$ cat config.mk
export PLATFORM = sky130hd
export DESIGN_NAME = vec_dot_accum
export DESIGN_NICKNAME = d
export VERILOG_FILES = /design/src/rtl/vec_dot_accum.sv
export SDC_FILE = /design/constraint.sdc
export NUM_CORES = 1
export LEC_CHECK = 0
export CAP_MARGIN = 20
export CORE_ASPECT_RATIO = 0.9
export CORE_MARGIN = 3
export CORE_UTILIZATION = 50
export DETAILED_ROUTE_END_ITERATION = 6
export GPL_ROUTABILITY_DRIVEN = 0
export PLACE_DENSITY_LB_ADDON = 0.3
export RECOVER_POWER = 25
export SETUP_SLACK_MARGIN = 0.15
export SLEW_MARGIN = 20
export SYNTH_ARGS = -nofsm -noshare
export SYNTH_HDL_FRONTEND = slang
export SYNTH_SLANG_ARGS = --single-unit
$ cat constraint.sdc
create_clock -name clk -period 6.8 [get_ports clk]
set_clock_uncertainty 0.1 [all_clocks]
set_input_delay 0.68 -clock clk [delete_from_list [all_inputs] [get_ports clk]]
set_output_delay 0.68 -clock clk [all_outputs]
set_load 0.01 [all_outputs]
$ cat src/rtl/vec_dot_accum.sv
// vec_dot_accum: registered element multiply, dot-product accumulate, result port.
// clk/rstn; valid_i,count_i,a_i,b_i in; result_o,result_valid_o,result_ready_i,overrun_o.
module vec_dot_accum #(
  parameter int DATA_W = 8,
  parameter int N_ELEM = 16,
  localparam int ACC_W = 2*DATA_W+5
) (
  input  logic              clk,
  input  logic              rstn,
  input  logic              valid_i,
  input  logic [4:0]        count_i,
  input  logic [DATA_W-1:0] a_i,
  input  logic [DATA_W-1:0] b_i,
  output logic [ACC_W-1:0]  result_o,
  output logic              result_valid_o,
  input  logic              result_ready_i,
  output logic              overrun_o
);

  localparam int PW = 2*DATA_W;
  localparam logic [4:0] LAST = 5'(N_ELEM-1);

  logic          in_range;
  logic          accept;
  logic [PW-1:0] mul;

  logic          p_valid;
  logic [PW-1:0] prod;
  logic [4:0]    tag;

  logic [ACC_W-1:0] acc;
  logic [ACC_W-1:0] acc_next;

  logic done;
  logic done_q;
  logic hs;
  logic load;

  assign in_range = {1'b0, count_i} < 6'(N_ELEM);
  assign accept   = valid_i && in_range;
  assign mul      = PW'(a_i) * PW'(b_i);

  // Index 0 always starts a fresh sum,
  // discarding any partial vector.
  assign acc_next = (tag == 5'd0)
                  ? ACC_W'(prod)
                  : acc + ACC_W'(prod);

  assign done = p_valid && (tag == LAST);
  assign hs   = result_valid_o && result_ready_i;

  // Completed sum sits in acc for one cycle;
  // it is offered to the result port then.
  assign load = done_q &&
                (!result_valid_o || result_ready_i);

  always_ff @(posedge clk) begin
    if (!rstn) begin
      p_valid        <= 1'b0;
      prod           <= '0;
      tag            <= '0;
      acc            <= '0;
      done_q         <= 1'b0;
      result_o       <= '0;
      result_valid_o <= 1'b0;
      overrun_o      <= 1'b0;
    end else begin
      p_valid <= accept;
      if (accept) begin
        prod <= mul;
        tag  <= count_i;
      end

      if (p_valid)
        acc <= acc_next;
      done_q <= done;

      if (load) begin
        result_o       <= acc;
        result_valid_o <= 1'b1;
      end else if (hs) begin
        result_valid_o <= 1'b0;
      end

      if (done_q && result_valid_o &&
          !result_ready_i)
        overrun_o <= 1'b1;
    end
  end

endmodule

# ---- Word level (Yosys, flattened, before mapping)
# Cells that the tools add are included.
# Widths: inputs -> output; s select.
dict set report word_totals {
  reg_bits 67
  inputBits 25
  output_inout_bits 23
  word_cells 26
}
dict set report classes {
  add_sub_neg 1
  n_mul 1
  order_cmp 1
  n_eq_ne 1
  muxes 3
  reduce_logical 11
}
# cell n
set ops {}
lappend ops {{$add 21x16->21} 1}
lappend ops {{$mux 21} 1}
lappend ops {{$mul 8x8->16} 1}
lappend ops {{$logic_and 1x1->1} 6}
lappend ops {{$eq 5x4->1 const B} 1}
lappend ops {{$logic_not 5->1} 1}
lappend ops {{$lt 5x5->1 const B} 1}
lappend ops {{$logic_not 1->1} 2}
lappend ops {{$mux 1} 2}
lappend ops {{$reduce_bool 2->1} 1}
lappend ops {{$logic_or 1x1->1} 1}

# ---- Depth between registers and ports, before layout
# Gate-level depths: netlist (run 1).
dict set report depth {
  ltp_word 4
  depth_mapped 16
  ltp_nobuf 16
}

# ---- Worst setup path before layout (run 1)
# Ideal clock, no wire load.
dict set report synth_timing {
  path_kind {input port to flip-flop}
  startpoint {input port b_i[7]}
  endpoint {register prod[15]}
  setup_ns 0.092
  t_arrival_ns 4.215
  required_time_ns 6.608
  setup_slack_ns 2.393
  cell_stages 14
  n_path_buf 0
  cell_sequence {and2_1 > fa_1 > fa_1 > fa_1 > inv_1 > fa_1 > inv_1 > ha_1 > o21a_1 > o21a_1 > nand4_1 > a21oi_1 > o2111a_1 > nor4_1}
}
dict set report synth_via {
  elab_chain_len 1
}
# item line
set synth_rtl {}
lappend synth_rtl {{start: declaration} 13} ;# input logic [DATA_W-1:0] b_i,
lappend synth_rtl {{$mul 8x8->16} 41} ;# assign mul = PW'(a_i) * PW'(b_i);
lappend synth_rtl {{end signal: assignment} 70} ;# prod <= mul;
lappend synth_rtl {{end: declaration} 28} ;# logic [PW-1:0] prod;
# No other way between the ends.
# A chain may end at the register's enable or synchronous reset.

# ---- Final worst setup path (run 1)
# Same ends and word-level chain as after synthesis.

==> impl_metrics.toml, run 1 <==
[sta]
slew_viol_final = 0
finalHoldViolations = 0
worst_slack_ns = 1.83
fin_tns_setup_ns = 0
tightest_slew_ns = 1.32
max_slew_margin = 0.121
rsz0062_at_grt = "false"
period_share = 0.731
fin_crit_ns = 4.97
setup-violations-final = 0
fmax_mhz = 201
whs_ns = 0.348

[synthesis]
synth_top_area_cell = "dfxtp_1"
yosys.area_share.xor_xnor = 0.0142
yosysSeqAreaShare = 0.242
synthFlopType = "dfxtp_1"
synth_edf_count = 0
ys_types = 62
syn_nets = 774
syn_area_sq_um = 5540
netlist.area_leader.share = 0.242
synth_compound_area_frac = 0.191
muxShareOfSynthArea = 0.0127
synth_adder_area_share = 0.251
yosys.area_share.simple = 0.221
synth_area_per_cell_sq_um = 8.39
ys_seq_elements = 67
yosysWarnings = 0
ys_async_sr_fraction = 0
synth_area_leaders = "dfxtp_1 (24%), fa_1 (13%), ha_1 (12%), nand2_1 (6.2%), a21oi_1 (5.6%)"
synth_cells = 660
synth_top_family_by_area = "adder cells"

[setup_path]
critical_path_class = "in2reg"
cpPeakStageDelay_ns = 0.56
crit_top_cell = "fa_1"
r2r_setup_slack_ns = 3.87
worstSetupEndpointType = "register"
crit_buf_inv = 3
path_max_fanout = 8
crit_path_end = "prod[15]$_SDFFE_PN0P_"
start_kind = "primary input"
critPathTopFamily = "adder cells"
cp-startpoint = "b_i[7]"
r2r_end = "acc[11]$_SDFFE_PN0P_"
r2r_cells = 6
crit_slowest_cell = "clkdlybuf4s50_1"
r2r-start = "tag[0]$_SDFFE_PN0P_"
cp.required_ns = 6.93
worstPathCellList = "clkdlybuf4s50_1 -> and2_1 -> fa_1 -> fa_1 -> fa_1 -> inv_1 -> fa_1 -> inv_1 -> ha_1 -> o21a_1 -> o21a_1 -> nand4_1 -> a21oi_1 -> o2111a_1 -> nor4_1"
path_depth = 15
cp.arrival_ns = 5.10

[cts]
cts.sinks = 67
tritoncts = "built"
worstSkewPairLatency_ns = 0.33
cts_root_buf = "clkbuf_16"
htree_num_levels = 3
max-clock-path-buffers = 2
cts-buffers-inserted = 9
cts_hold_buf = 0
postCtsSetupRepairBufs = 0
cts-resized-gates = 0
clkSlewWorstSetupHoldPaths_ns = 0.05

[cells_and_area]
final_common_cell = "nand2_1"
mostFrequentLayoutCells = "nand2_1 (92), dfxtp_1 (67), a21oi_1 (62), inv_1 (61), ha_1 (52)"
multi_input_area_sq_um = 3820
nFillCells = 916
area_delta_synth_final_pct = 15.8
drive_above_1_share = 0.0469
fin_nets = 813
regArea_sq_um = 1340
antenna_cells = 0
stdcell_count = 833
fin_util = 0.610
postLayoutCellArea_sq_um = 6410

[placed_design]
dp_hpwl_mm = 9.47
dp_cells = 817
port_buffers = 47
placed_cell_area_sq_um = 6070
place_ws_ns = 1.51

[route]
vias = 4776
postRouteAntennaNets = 0
wl_per_cell_um = 15.0
drtIter0Drc = 332
wirelength_mm = 12.5
firstDrtPassIters = 5
drc = 0
drt-vias-per-instance = 5.73

[floorplan]
num_rows = 35
start_util = 0.527
die_x_um = 117
io_pins = 48
core_area_sq_um = 10500
dieArea_sq_um = 12400
die_h_um = 106

[grt]
grt_pass1_wl_mm = 21.5
grtUsageTotal = 0.212
grt_pass1_vias = 4685
grt_max_degree = 55
gr-total-overflow = 0
grt_antenna_before_repair = 0

[power]
ir_drop_v = 0.000158
power_mw = 1.52
p_leak_nw = 2.87
p_per_area_nw_per_um2 = 238

[flow_run]
max_cap_viol_count = 0

[min_path]
min_path_type = "reg2reg"
hold_path_depth = 2

[run_status]
run_status = "completed"
-- flip-flops by register name, summed over array words and instances, names as in the netlist --
name / count
p_valid: 1
result_o: 21
tag: 5
acc: 21
result_valid_o: 1
prod: 16
done_q: 1
overrun_o: 1
-- cells by family after synthesis --
family	Yosys count
simple gates	244
compound gates	157
fa+ha+maj	89
buf+inv	87
flops	67
xor+xnor	9
mux	7
-- power breakdown --
group / internal [mW] / leakage (nW) / switching, mW / total, mW
registers: 0.416 / 0.543 / 0.0222 / 0.438
clock network: 0.368 / 0.163 / 0.167 / 0.536
logic: 0.233 / 2.17 / 0.318 / 0.551
total: 1.02 / 2.87 / 0.507 / 1.52
-- area by class of cell --
class	instances	area share
multi-input cells	506	0.596
flip-flops and latches	67	0.209
repair buffers	53	0.0792
clock buffers	12	0.0384
inverters	62	0.0363
well taps	129	0.0252
clock inverters	4	0.0152
-- worst min-delay path, cell delays in order, from the launching register on --
cell,delay [ns]
dfxtp_1,0.30
nand2_1,0.05
a21oi_1,0.05
-- synth_stat cells, drive strengths merged, types with 5 or more instances --
| library cell | instances |
|---|---|
| buf | 7 |
| nand4 | 7 |
| a211oi | 8 |
| fa | 37 |
| xor2 | 5 |
| inv | 62 |
| o21ai | 19 |
| nand2 | 92 |
| or4 | 6 |
| o21a | 11 |
| clkbuf | 18 |
| nand2b | 5 |
| a21oi | 65 |
| nor2 | 28 |
| o21bai | 5 |
| nor4 | 6 |
| nand3 | 16 |
| and2 | 50 |
| ha | 52 |
| o211ai | 9 |
| dfxtp | 67 |
| and3 | 7 |
| a21o | 11 |
| nor3 | 11 |
| mux2i | 7 |
-- metal layers --
layer  part of all wire  wire length, um  global-route usage  up-vias
met2               0.48             5930               0.341      127
met1               0.46             5790               0.296     2266
met3              0.049              610              0.0448       18
met5                  0                0                   0        -
met4              0.011              141              0.0401        0
li1                   -                -                   -     2365
-- how the worst min path moves through the flow --
stage / from / endpoint / slack, ns
4_1_cts: result_o[13]$_SDFFE_PN0P_ / result_o[13]$_SDFFE_PN0P_ / 0.35
2_1_floorplan: tag[0]$_SDFFE_PN0P_ / tag[0]$_SDFFE_PN0P_ / 0.34
3_3_place_gp: result_o[17]$_SDFFE_PN0P_ / result_o[17]$_SDFFE_PN0P_ / 0.34
6_report: result_o[17]$_SDFFE_PN0P_ / result_o[17]$_SDFFE_PN0P_ / 0.35
3_5_place_dp: result_o[17]$_SDFFE_PN0P_ / result_o[17]$_SDFFE_PN0P_ / 0.35
5_1_grt: result_o[18]$_SDFFE_PN0P_ / result_o[18]$_SDFFE_PN0P_ / 0.37
Power figures use the tool's default switching activity.
==> run 2: changes to the inputs <==
clock period = 4.09 ns   (was 6.8 ns; I/O delays follow)
==> run 2 against run 1 <==
Compared with the run above: global-route usage increased by 2.0 points; clock-buffer cell count shrank 1; sequential cell count unchanged; largest power group unchanged; highest routed layer unchanged; first-iteration DRC count decreased by 4.2%; core utilization increased by 5.3 points; combinational power increased to 2.7 times the previous value; die area unchanged.
==> impl_metrics.toml, run 2 (synthesis results as in run 1) <==
[run_status]
run_status = "completed"

[cells_and_area]
stdcell_count = 883
biggestRegsByFlops = "acc: 21 flops, result_o: 21 flops, prod: 16 flops"
fin_nets = 865
antenna_cells = 0
nFillCells = 838
postLayoutCellArea_sq_um = 6970
final_common_cell = "nand2_1"
drive_above_1_share = 0.182
area_delta_synth_final_pct = 25.8
mostFrequentLayoutCells = "nand2_1 (89), dfxtp_1 (67), a21oi_1 (59), inv_1 (57), buf_4 (53)"

[setup_path]
critical_path_class = "in2reg"
start_kind = "primary input"
crit_top_cell = "fa_1"
crit_buf_inv = 5
cp.arrival_ns = 4.17
cp.required_ns = 4.23
worstPathCellList = "buf_6 -> buf_6 -> and2_4 -> fa_1 -> fa_1 -> fa_1 -> inv_1 -> fa_1 -> inv_2 -> ha_4 -> o21a_1 -> o21a_1 -> nand4_1 -> buf_4 -> a21oi_2 -> o2111a_1 -> nor4_2"
critPathTopFamily = "adder cells"
cpPeakStageDelay_ns = 0.54
worstSetupEndpointType = "register"
crit_slowest_cell = "fa_1"
path_max_fanout = 3

[placed_design]
dp_hpwl_mm = 10.5
port_buffers = 47
placed_cell_area_sq_um = 6430
dp_cells = 857

[floorplan]
dieArea_sq_um = 12400
start_util = 0.527
core_area_sq_um = 10500
io_pins = 48
die_h_um = 106
die_x_um = 117
num_rows = 35

[route]
drc = 0
wl_per_cell_um = 15.7
drtIter0Drc = 318
drt-vias-per-instance = 5.74
postRouteAntennaNets = 0
wirelength_mm = 13.9
vias = 5065
firstDrtPassIters = 5

[sta]
tightest_slew_ns = 0.791
setup-violations-final = 0
slew_viol_final = 0
fmax_mhz = 248
fin_tns_setup_ns = 0
finalHoldViolations = 0
period_share = 0.984
rsz0062_at_grt = "true"
whs_ns = 0.350
max_slew_margin = 0.473
fin_crit_ns = 4.03

[cts]
max-clock-path-buffers = 2
cts_root_buf = "clkbuf_16"
clkSlewWorstSetupHoldPaths_ns = 0.05
htree_num_levels = 3
cts_hold_buf = 0
cts.sinks = 67
cts-buffers-inserted = 9
worstSkewPairLatency_ns = 0.33
tritoncts = "built"

[grt]
grt_pass1_wl_mm = 23.4
grtUsageTotal = 0.232
grt_pass1_vias = 5018
gr-total-overflow = 0
grt_antenna_before_repair = 0
grt_max_degree = 46

[min_path]
min_path_type = "reg2reg"

[power]
ir_drop_v = 0.000247
p_per_area_nw_per_um2 = 428
p_leak_nw = 3.20

[flow_run]
max_cap_viol_count = 0
[run 2: tightest hold or removal path: stages (launching register included)]
cell and delay [ns]:
dfxtp_1 0.30, nand2_1 0.05, a21oi_1 0.05
[run 2: layer usage]
layer	vias to the layer above	GRT usage	wire length, um
li1	2472	-	-
met1	2419	0.310	6200
met2	152	0.379	6670
met3	22	0.0563	788
met4	0	0.0532	227
met5	-	0	0
[run 2: path summary, 6_finish.rpt]
kind                                                 from                         to  slack [ns]  cells after the start
worst max-delay path                               a_i[2]      prod[15]$_SDFFE_PN0P_        0.06                     17
worst min-delay path            result_o[16]$_SDFFE_PN0P_  result_o[16]$_SDFFE_PN0P_        0.35                      2
worst max register to register        acc[0]$_SDFFE_PN0P_       acc[16]$_SDFFE_PN0P_        1.53                      9
worst min register to register  result_o[16]$_SDFFE_PN0P_  result_o[16]$_SDFFE_PN0P_        0.35                      2
[run 2: power by group]
part           leakage, nW  switching (mW)  internal (mW)
Sequential           0.543          0.0367          0.692
Clock                0.141           0.260          0.479
Combinational         2.52           0.751          0.760
Total                 3.20            1.05           1.93
[run 2: area by class of cell]
class / count / area (sq um) / share of cell area
multi-input cells: 506 / 4030 / 0.579
flip-flops and latches: 67 / 1340 / 0.193
repair buffers: 105 / 913 / 0.131
clock buffers: 11 / 243 / 0.0348
inverters: 62 / 233 / 0.0334
well taps: 129 / 161 / 0.0232
clock inverters: 3 / 40.0 / 0.00575
[run 2: metrics by stage]
stage | setup WS, ns | total power, mW | utilization
floorplan | 0.130 | 1.50 | -
global placement | -0.697 | 1.83 | 0.612
detailed placement | -0.766 | 1.87 | 0.612
CTS | 0.109 | 2.74 | 0.646
global route | -0.114 | 3.17 | 0.663
finish | 0.0639 | 2.98 | 0.663
[run 2: repair_timing]
item                                    in CTS  in global routing
setup buffers                                7                  5
resized for setup                           85                 35
endpoints found under the setup margin       9                  9
pin swaps                                   28                 42
